[src/rtl/key_debounce_multi.sv]
// rtl/key_debounce_multi.sv - N-channel key synchroniser/debouncer with press/release/long-press events and pending interrupt
module key_debounce_multi #(
    parameter int KEY_NUM    = 4,
    parameter int CNT_MAX    = 999_999,
    parameter int LONG_MAX   = 49_999_999,
    parameter bit ACTIVE_LOW = 1'b1
) (
    input  logic               sys_clk,
    input  logic               sys_rst,
    input  logic [KEY_NUM-1:0] key_in,
    input  logic [KEY_NUM-1:0] irq_en,
    input  logic [KEY_NUM-1:0] irq_ack,
    output logic [KEY_NUM-1:0] key_state,
    output logic [KEY_NUM-1:0] press_flag,
    output logic [KEY_NUM-1:0] release_flag,
    output logic [KEY_NUM-1:0] long_flag,
    output logic [KEY_NUM-1:0] pending,
    output logic               irq
);
    localparam int CW = (CNT_MAX > 0) ? $clog2(CNT_MAX + 1) : 1;
    localparam int HW = (LONG_MAX > 0) ? $clog2(LONG_MAX + 1) : 1;
    localparam logic [CW-1:0] CNT_TOP  = CW'(CNT_MAX);
    localparam logic [HW-1:0] HOLD_TOP = HW'(LONG_MAX);
    localparam logic [KEY_NUM-1:0] IDLE_LVL = ACTIVE_LOW ? {KEY_NUM{1'b1}} : {KEY_NUM{1'b0}};

    logic [KEY_NUM-1:0] s1;
    logic [KEY_NUM-1:0] s2;
    logic [KEY_NUM-1:0] raw;

    // Synchronisers reset to the idle pin level so leaving reset never looks like a press.
    always_ff @(posedge sys_clk) begin
        if (sys_rst) begin
            s1 <= IDLE_LVL;
            s2 <= IDLE_LVL;
        end else begin
            s1 <= key_in;
            s2 <= s1;
        end
    end

    assign raw = ACTIVE_LOW ? ~s2 : s2;

    for (genvar i = 0; i < KEY_NUM; i++) begin : g_ch
        logic [CW-1:0] cnt;
        logic [HW-1:0] hold;
        logic          state_q;
        logic          press_q;
        logic          release_q;
        logic          long_q;

        always_ff @(posedge sys_clk) begin
            if (sys_rst) begin
                cnt       <= '0;
                state_q   <= 1'b0;
                press_q   <= 1'b0;
                release_q <= 1'b0;
            end else begin
                press_q   <= 1'b0;
                release_q <= 1'b0;
                if (raw[i] == state_q) begin
                    cnt <= '0;
                end else if (cnt == CNT_TOP) begin
                    cnt       <= '0;
                    state_q   <= raw[i];
                    press_q   <= raw[i];
                    release_q <= ~raw[i];
                end else begin
                    cnt <= cnt + 1'b1;
                end
            end
        end

        // Hold counter saturates at HOLD_TOP, so long_q can fire only once per press.
        always_ff @(posedge sys_clk) begin
            if (sys_rst) begin
                hold   <= '0;
                long_q <= 1'b0;
            end else begin
                long_q <= 1'b0;
                if (!state_q) begin
                    hold <= '0;
                end else if (hold < HOLD_TOP) begin
                    hold   <= hold + 1'b1;
                    long_q <= (hold == HOLD_TOP - 1'b1);
                end
            end
        end

        assign key_state[i]    = state_q;
        assign press_flag[i]   = press_q;
        assign release_flag[i] = release_q;
        assign long_flag[i]    = long_q;
    end

    // New events take priority over a simultaneous acknowledge.
    always_ff @(posedge sys_clk) begin
        if (sys_rst) begin
            pending <= '0;
            irq     <= 1'b0;
        end else begin
            pending <= (pending & ~irq_ack) | press_flag | long_flag;
            irq     <= |(pending & irq_en);
        end
    end
endmodule

[config.mk]
export PLATFORM = sky130hd
export DESIGN_NAME = key_debounce_multi
export DESIGN_NICKNAME = d
export VERILOG_FILES = /design/src/rtl/key_debounce_multi.sv
export SDC_FILE = /design/constraint.sdc
export NUM_CORES = 1
export LEC_CHECK = 0
export ABC_AREA = 1
export BUFFER_PORTS_ARGS = -buffer_cell sky130_fd_sc_hd__buf_2
export CAP_MARGIN = 20
export CORE_ASPECT_RATIO = 1.25
export CORE_UTILIZATION = 50
export DETAILED_ROUTE_END_ITERATION = 6
export GPL_ROUTABILITY_DRIVEN = 0
export HOLD_SLACK_MARGIN = 0.08
export PLACE_DENSITY = 0.69
export SLEW_MARGIN = 15
export SYNTH_ARGS = -nofsm -noshare
export SYNTH_HDL_FRONTEND = slang
export SYNTH_SLANG_ARGS = --single-unit
[constraint.sdc]
create_clock -name sys_clk -period 1.7 [get_ports sys_clk]
set_clock_uncertainty 0.05 [all_clocks]
set_input_delay 0.085 -clock sys_clk [delete_from_list [all_inputs] [get_ports sys_clk]]
set_output_delay 0.085 -clock sys_clk [all_outputs]
set_load 0.005 [all_outputs]
==> out/results.tsv, run 1 <==
stage	metric	value	unit
run_status	status	completed	
layout	nNetsFinal	2143	
logic_synthesis	ys_warn_count	0	
layout	area_delta_synth_final	20.8	%
worst_setup_path	rr_startpoint	g_ch[2].cnt[1]$_SDFF_PP0_	
logic_synthesis	synth_seq_cells	213	
drt	vias	12500	
worst_setup_path	crit_arrival	2.05	ns
logic_synthesis	synth_cells	1985	
hold_path	min_path_type	flip-flop to flip-flop	
timing	drv_slew	0	
grt	global_route.usage.total	23.8	%
drt	drc	0	
timing	rsz0062_at_grt	true	
clock_tree	cts_tree	yes	
die	start_util	51.3	%
die	core-area	24000	µm²
logic_synthesis	synthArstFlopShare	0	%
die	rows	63	
layout	fillers	2254	
timing	worst_slack	0.00759	ns
die	chipWidth	142	µm
grt	grt_max_degree	25	
logic_synthesis	yosysSeqAreaShare	34.7	%
clock_tree	insertion_delay	0.52	ns
timing	slew_headroom	57.4	%
worst_setup_path	cp-end-kind	flip-flop	
die	dieArea	25200	µm²
grt	grt_pass1_vias	11500	
layout	antenna_cells	0	
power	leakage	0.00543	µW
clock_tree	cts_max_path_buffers	3	
worst_setup_path	crit_required	2.05	ns
layout	final_common_cell	nand2_1	
clock_tree	cts_root_buf	clkbuf_16	
grt	grt_pass1_wl	50.3	mm
clock_tree	h-tree-depth	1	
die	io_pins	35	
logic_synthesis	syn_area_per_cell	6.20	µm²
drt	vias_per_cell	5.08	
timing	setup_tns	0	ns
worst_setup_path	worstSetupEndpoint	g_ch[2].cnt[8]$_SDFF_PP0_	
timing	finalCritPeriodShare	99.6	%
clock_tree	clock_sinks	213	
run	max_cap_violations	0	
worst_setup_path	cp_max_fo	5	
worst_setup_path	critPathLaunchType	flip-flop	
timing	fin_crit	1.69	ns
drt	wl_per_cell	12.7	µm
logic_synthesis	synth.cell_area	12300	µm²
timing	worstMarginPinSlew	0.639	ns
timing	setup_viol_count_final	0	
timing	hold_viol	0	
placement	pre_cts_ws	-0.0504	ns
worst_setup_path	reg2reg_slack	0.008	ns
drt	ant_nets	0	
placement	io_buffers	34	
grt	overflow	0	
placement	hpwl	21.7	mm
clock_tree	cts_buffers	24	
timing	max_freq	591	MHz
die	die_h	177	µm
power	irDropWorstVdd	0.690	mV
layout	drive_above_1_share	15.4	%
worst_setup_path	r2r_cells	8	
drt	first_iter_violations	760	
drt	first_pass_iters	7	
worst_setup_path	r2r-end	g_ch[2].cnt[8]$_SDFF_PP0_	
layout	final_cell_mix	nand2_1 (597), nor2_1 (321), inv_1 (213), dfxtp_1 (181), nand3_1 (155)	
worst_setup_path	path_class	flip-flop to flip-flop	
worst_setup_path	crit_path_start	g_ch[2].cnt[1]$_SDFF_PP0_	
clock_tree	path_clk_slew	0.06	ns
logic_synthesis	synth-edff-count	0	
drt	routed_wl	31.1	mm
logic_synthesis	synth.distinct_cells	35	
logic_synthesis	synthesis.nets	2011	
logic_synthesis	synth-main-ff-cell	dfxtp_1	
power	cellPowerDensity	677	nW/µm²
grt	antenna_found_initial	0	
## sequential cells by signal (all words and copies together) (netlist names)
signal,count
g_ch.press_q,4
g_ch.release_q,4
g_ch.state_q,4
pending,4
s1,4
g_ch.cnt,80
g_ch.hold,104
irq,1
g_ch.long_q,4
s2,4
## synth_stat cells (5+ instances only)
cell type	instances	area share (%)
buf_2	18	0.73
a21oi_1	97	3.9
ha_1	12	1.2
nand3b_1	10	0.61
nor2_2	8	0.41
nor2_1	358	11
inv_1	217	6.6
nand3_1	160	6.5
o21ai_0	17	0.69
nor3_1	58	2.4
nand2_1	606	18
buf_6	5	0.46
inv_2	6	0.18
dfxtp_1	213	35
nand4_1	58	2.9
xor2_1	42	3.0
or2_2	14	0.71
xnor2_1	24	1.7
buf_4	24	1.5
clkbuf_1	11	0.34
## layer usage
| layer | global-route usage (%) | part of all wire (%) | wire length [µm] |
|---|---|---|---|
| met1 | 27.4 | 43 | 13300 |
| met2 | 44.6 | 50 | 15600 |
| met3 | 3.16 | 4.1 | 1280 |
| met4 | 7.97 | 2.9 | 907 |
| met5 | 0 | 0 | 0 |
## stage by stage
step / cells / total power, µW / cell area (µm²) / hold WS, ns / utilization [%]
floorplan: 1985 / 5160 / 12300 / 0.139 / -
global placement: 2381 / 5200 / 13300 / 0.223 / 55.7
detailed placement: 2381 / 5200 / 13300 / 0.223 / 55.7
CTS: 2441 / 10200 / 14300 / 0.362 / 59.6
global route: 2457 / 10400 / 14900 / 0.372 / 62.0
finish: 2457 / 10100 / 14900 / 0.361 / 62.0
## logic make-up (layout without fill, tap and decap cells)
group / Yosys count / count (layout) / share of synthesized area (%)
DFF: 213 / 213 / 34.7
and+or+nand+nor: 1289 / 1289 / 44.3
AOI/OAI and AO/OA: 123 / 123 / 5.27
adders and majority gates: 12 / 12 / 1.22
xor gates and xnor gates: 66 / 66 / 4.70
buffers and inverters: 282 / 429 / 9.82
## what timing repair did
item	4_1_cts	5_1_grt
hold endpoints to repair	13	0
buffers inserted	0	8
cloned	0	8
pin swaps	0	12
hold buffers	19	0
gates resized for setup	2	121
endpoints found under the setup margin	42	162
## cell type report
class	instances	area (µm²)	area share, %
inverters	223	837	5.63
well taps	325	407	2.74
clock inverters	8	42.5	0.286
multi-input cells	1490	7130	48.0
clock buffers	33	706	4.75
flip-flops and latches	213	4310	29.0
repair buffers	165	1430	9.64
## worst min path at each step
stage                            end              from  cells after the start  slack, ns
detailed placement  s1[0]$_SDFF_PP1_         key_in[0]                      2       0.22
CTS                 s2[3]$_SDFF_PP1_  s1[3]$_SDFF_PP1_                      1       0.36
floorplan           s1[0]$_SDFF_PP1_         key_in[0]                      1       0.14
global route        s2[3]$_SDFF_PP1_  s1[3]$_SDFF_PP1_                      1       0.37
global placement    s1[1]$_SDFF_PP1_         key_in[1]                      2       0.22
finish              s2[3]$_SDFF_PP1_  s1[3]$_SDFF_PP1_                      1       0.36
## critical path, stage by stage, from the launching register on
cell and delay, ns:
dfxtp_4 0.35, ha_4 0.15, nand3_4 0.10, nor3_4 0.18
buf_4 0.14, nand4_1 0.19, nand2_4 0.21, clkbuf_16 0.17
a21oi_1 0.04
## power by group
group	total, µW	switching [µW]	internal (µW)	leakage (µW)
Combinational	126	57.1	68.6	0.00332
Clock	4930	2050	2880	0.000375
Sequential	5010	9.17	5000	0.00173
Total	10100	2120	7950	0.00543
Note: power is estimated with default switching activity, not from simulation.
==> inputs of run 2 (changes only) <==
--- a/config.mk
+++ b/config.mk
@@ -5,13 +5,14 @@
 export SDC_FILE = /design/constraint.sdc
 export NUM_CORES = 1
 export LEC_CHECK = 0
-export ABC_AREA = 1
+export ABC_AREA = 0
 export BUFFER_PORTS_ARGS = -buffer_cell sky130_fd_sc_hd__buf_2
 export CAP_MARGIN = 20
 export CORE_ASPECT_RATIO = 1.25
 export CORE_UTILIZATION = 50
 export DETAILED_ROUTE_END_ITERATION = 6
 export GPL_ROUTABILITY_DRIVEN = 0
+export GPL_TIMING_DRIVEN = 0
 export HOLD_SLACK_MARGIN = 0.08
 export PLACE_DENSITY = 0.69
 export SLEW_MARGIN = 15
==> out/results.tsv, run 2 <==
stage	metric	value	unit	change
run_status	status	finished with violations		
run_status	violations	negative setup slack		
logic_synthesis	synth.largest_area_cell	dfxtp_1		
hold_path	min_path_type	primary input to flip-flop		
clock_tree	cts_max_path_buffers	3		unchanged
drt	first_pass_iters	7		unchanged
grt	grt_pass1_wl	46.3	mm	-7.8%
grt	global_route.usage.total	25.7	%	+1.9 points
worst_setup_path	max_stage_delay	0.37	ns	+0.02 ns
timing	worstMarginPinSlew	0.649	ns	+0.0103 ns
worst_setup_path	critPathLaunchType	flip-flop		
timing	hold_slack	0.168	ns	-0.193 ns
layout	largest_register	g_ch.hold		
drt	vias	10300		-17%
logic_synthesis	synth.distinct_cells	75		+110%
grt	grt_max_degree	16		-36%
layout	drive_above_1_share	43.9	%	+28 points
worst_setup_path	crit_arrival	2.41	ns	+0.36 ns
logic_synthesis	synthesis.nets	1244		-38%
worst_setup_path	path_class	flip-flop to flip-flop		
timing	drv_slew	0		unchanged
logic_synthesis	yosys-top-cells-area	dfxtp_1 (41%), nor2_1 (5.4%), xnor2_1 (3.9%), nand3_1 (3.6%), xor2_1 (3.2%)		
logic_synthesis	synth_seq_cells	213		unchanged
worst_setup_path	cp_max_fo	6		+1
timing	rsz0062_at_grt	true		
layout	final_common_cell	buf_4		
timing	slew_headroom	56.7	%	-0.64 points
die	dieArea	21400	µm²	-15%
grt	grt-busiest-layer	met2		
layout	fillers	1289		-43%
power	irDropWorstVdd	0.701	mV	+1.6%
drt	routed_wl	30.7	mm	-1.3%
placement	io_buffers	34		unchanged
logic_synthesis	yosysTopAreaCellShare	40.9	%	+6.2 points
die	die_h	163	µm	-7.8%
logic_synthesis	yosysMostFrequentCell	dfxtp_1		
timing	setup_viol_count_final	120		+120
layout	nNetsFinal	1472		-31%
grt	overflow	0		unchanged
drt	first_iter_violations	700		-7.9%
drt	drc	0		unchanged
clock_tree	cts_buffers	23		-4.2%
placement	dp_cells	1522		-36%
die	core-area	20200	µm²	-16%
worst_setup_path	path_cells	nand4bb_4 > or3_4 > nor3_4 > buf_6 > buf_12 > buf_8 > o31ai_4 > a21oi_1		
grt	grt_pass1_vias	9781		-15%
worst_setup_path	r2r_cells	8		unchanged
power	cellPowerDensity	667	nW/µm²	-1.6%
clock_tree	path_clk_slew	0.07	ns	about the same
logic_synthesis	synthArstFlopShare	0	%	unchanged
timing	max_freq	490	MHz	-17%
grt	met2_usage	47.2	%	+2.5 points
placement	hpwl	16.0	mm	-26%
clock_tree	h-tree-depth	1		unchanged
layout	fin_cells	1732		-30%
die	chipWidth	131	µm	-7.8%
logic_synthesis	synth-edff-count	0		unchanged
die	start_util	51.5	%	+0.16 points
die	io_pins	35		unchanged
drt	vias_per_cell	5.95		+17%
worst_setup_path	crit_slowest_cell	or3_4		
layout	antenna_cells	0		unchanged
logic_synthesis	synth_cells	1218		-39%
clock_tree	cts_tree	yes		
timing	hold_viol	0		unchanged
logic_synthesis	synthTopCellsByCount	dfxtp_1 (213), nor2_1 (150), nand2_1 (87)		
layout	reg.largest.list	g_ch.hold x104, g_ch.cnt x80		
hold_path	hold_depth	4		+3
logic_synthesis	synth-main-ff-cell	dfxtp_1		
worst_setup_path	cp-end-kind	flip-flop		
grt	use_met3	3.32	%	+0.16 points
clock_tree	cts_root_buf	clkbuf_16		
clock_tree	clock_sinks	213		unchanged
layout	area_delta_synth_final	46.7	%	
power	leakage	0.00533	µW	-1.7%
die	rows	58		-7.9%
drt	ant_nets	0		unchanged
logic_synthesis	syn_area_per_cell	8.56	µm²	+38%
logic_synthesis	synth.cell_area	10400	µm²	-15%
grt	globalRouteMet1Util	30.4	%	+2.9 points
grt	antenna_found_initial	0		unchanged
clock_tree	insertion_delay	0.51	ns	about the same
drt	wl_per_cell	17.7	µm	+40%
logic_synthesis	ys_warn_count	0		unchanged
layout	final_cell_mix	buf_4 (136), nor2_1 (131), dfxtp_1 (115), nand2_1 (81), dfxtp_2 (60)		
timing	finalCritPeriodShare	120	%	+20 points
logic_synthesis	yosysSeqAreaShare	40.9	%	+6.2 points
timing	worst_slack	-0.339	ns	-0.347 ns
layout	largest_register_ffs	104		unchanged
timing	fin_crit	2.04	ns	+0.347 ns
worst_setup_path	crit_required	2.07	ns	+0.02 ns
run	max_cap_violations	0		unchanged
-- run 2: cell count changes after synthesis, sizes merged, moves of 23 or more --
cell | before | now
nand2b | 0 | 23
o31ai | 0 | 38
nor4 | 0 | 27
or4 | 0 | 39
xnor2 | 24 | 47
nor2 | 369 | 150
nand2 | 608 | 87
nor3 | 58 | 27
nand3 | 166 | 78
a21oi | 100 | 60
and3 | 0 | 38
inv | 223 | 25
-- run 2: what timing repair did --
item | CTS | global route
resized for setup | 270 | 211
hold endpoints to repair | 12 | 0
buffers inserted | 106 | 47
gates cloned | 14 | 1
hold buffers | 13 | 0
setup endpoints to repair | 187 | 177
pin swaps | 132 | 107
-- run 2: area by class of cell --
cell class	instances	area, µm²	area share (%)
Clock buffer	28	614	4.02
Clock inverter	13	160	1.05
Timing Repair Buffer	210	1810	11.8
Sequential cell	213	4480	29.3
Inverter	25	93.8	0.613
Tap cell	270	338	2.21
Buffer	62	537	3.51
Multi-Input combinational cell	911	7260	47.5
-- run 2: worst max-delay path, delay by kind of cell (launching register included) --
kind | cells | cell delay, ns
DFF | 1 | 0.34
buffers and inverters | 3 | 0.43
and+or+nand+nor | 3 | 0.93
AOI/OAI and AO/OA | 2 | 0.19
-- run 2: power breakdown --
part	switching [µW]	total [µW]	internal (µW)
logic	52.6	106	53.2
registers	8.98	4950	4940
clock network	2100	5140	3050
-- run 2: per-layer routing --
| metal | up-vias | share of wire [%] | routed length [µm] |
|---|---|---|---|
| met4 | 0 | 3.4 | 1040 |
| met3 | 98 | 4.6 | 1420 |
| met2 | 329 | 52 | 15800 |
| met5 | - | 0 | 0 |
| li1 | 4908 | - | - |
| met1 | 4962 | 40 | 12400 |
-- run 2: kinds of logic after synthesis --
kind of cell	count (synthesis)	share of synthesized area, %
fa+ha+maj	12	1.44
buf+inv	94	4.57
mux	13	1.26
simple gates	603	31.4
flops	213	40.9
compound gates	198	13.3
xor+xnor	85	7.14
-- run 2: metrics by stage --
stage | utilization (%) | total power (µW) | TNS [ns] | worst slack, ns | cell area [µm²]
4_1_cts | 69.7 | 10300 | -15.43 | -0.304 | 14100
3_5_place_dp | 55.7 | 5190 | -41.17 | -0.450 | 11300
5_1_grt | 75.5 | 10500 | -28.43 | -0.402 | 15300
2_1_floorplan | - | 5160 | -3.08 | -0.185 | 10800
6_report | 75.5 | 10200 | -19.75 | -0.339 | 15300
3_3_place_gp | 55.7 | 5190 | -38.06 | -0.449 | 11300
-- run 2: final timing paths --
path	start	to	slack [ns]
max	g_ch[1].hold[24]$_SDFFE_PP0N_	g_ch[1].hold[3]$_SDFFE_PP0N_	-0.34
max reg2reg	g_ch[1].hold[24]$_SDFFE_PP0N_	g_ch[1].hold[3]$_SDFFE_PP0N_	-0.34
min	sys_rst	g_ch[0].hold[9]$_SDFFE_PP0N_	0.17
min reg2reg	s1[0]$_SDFF_PP1_	s2[0]$_SDFF_PP1_	0.36
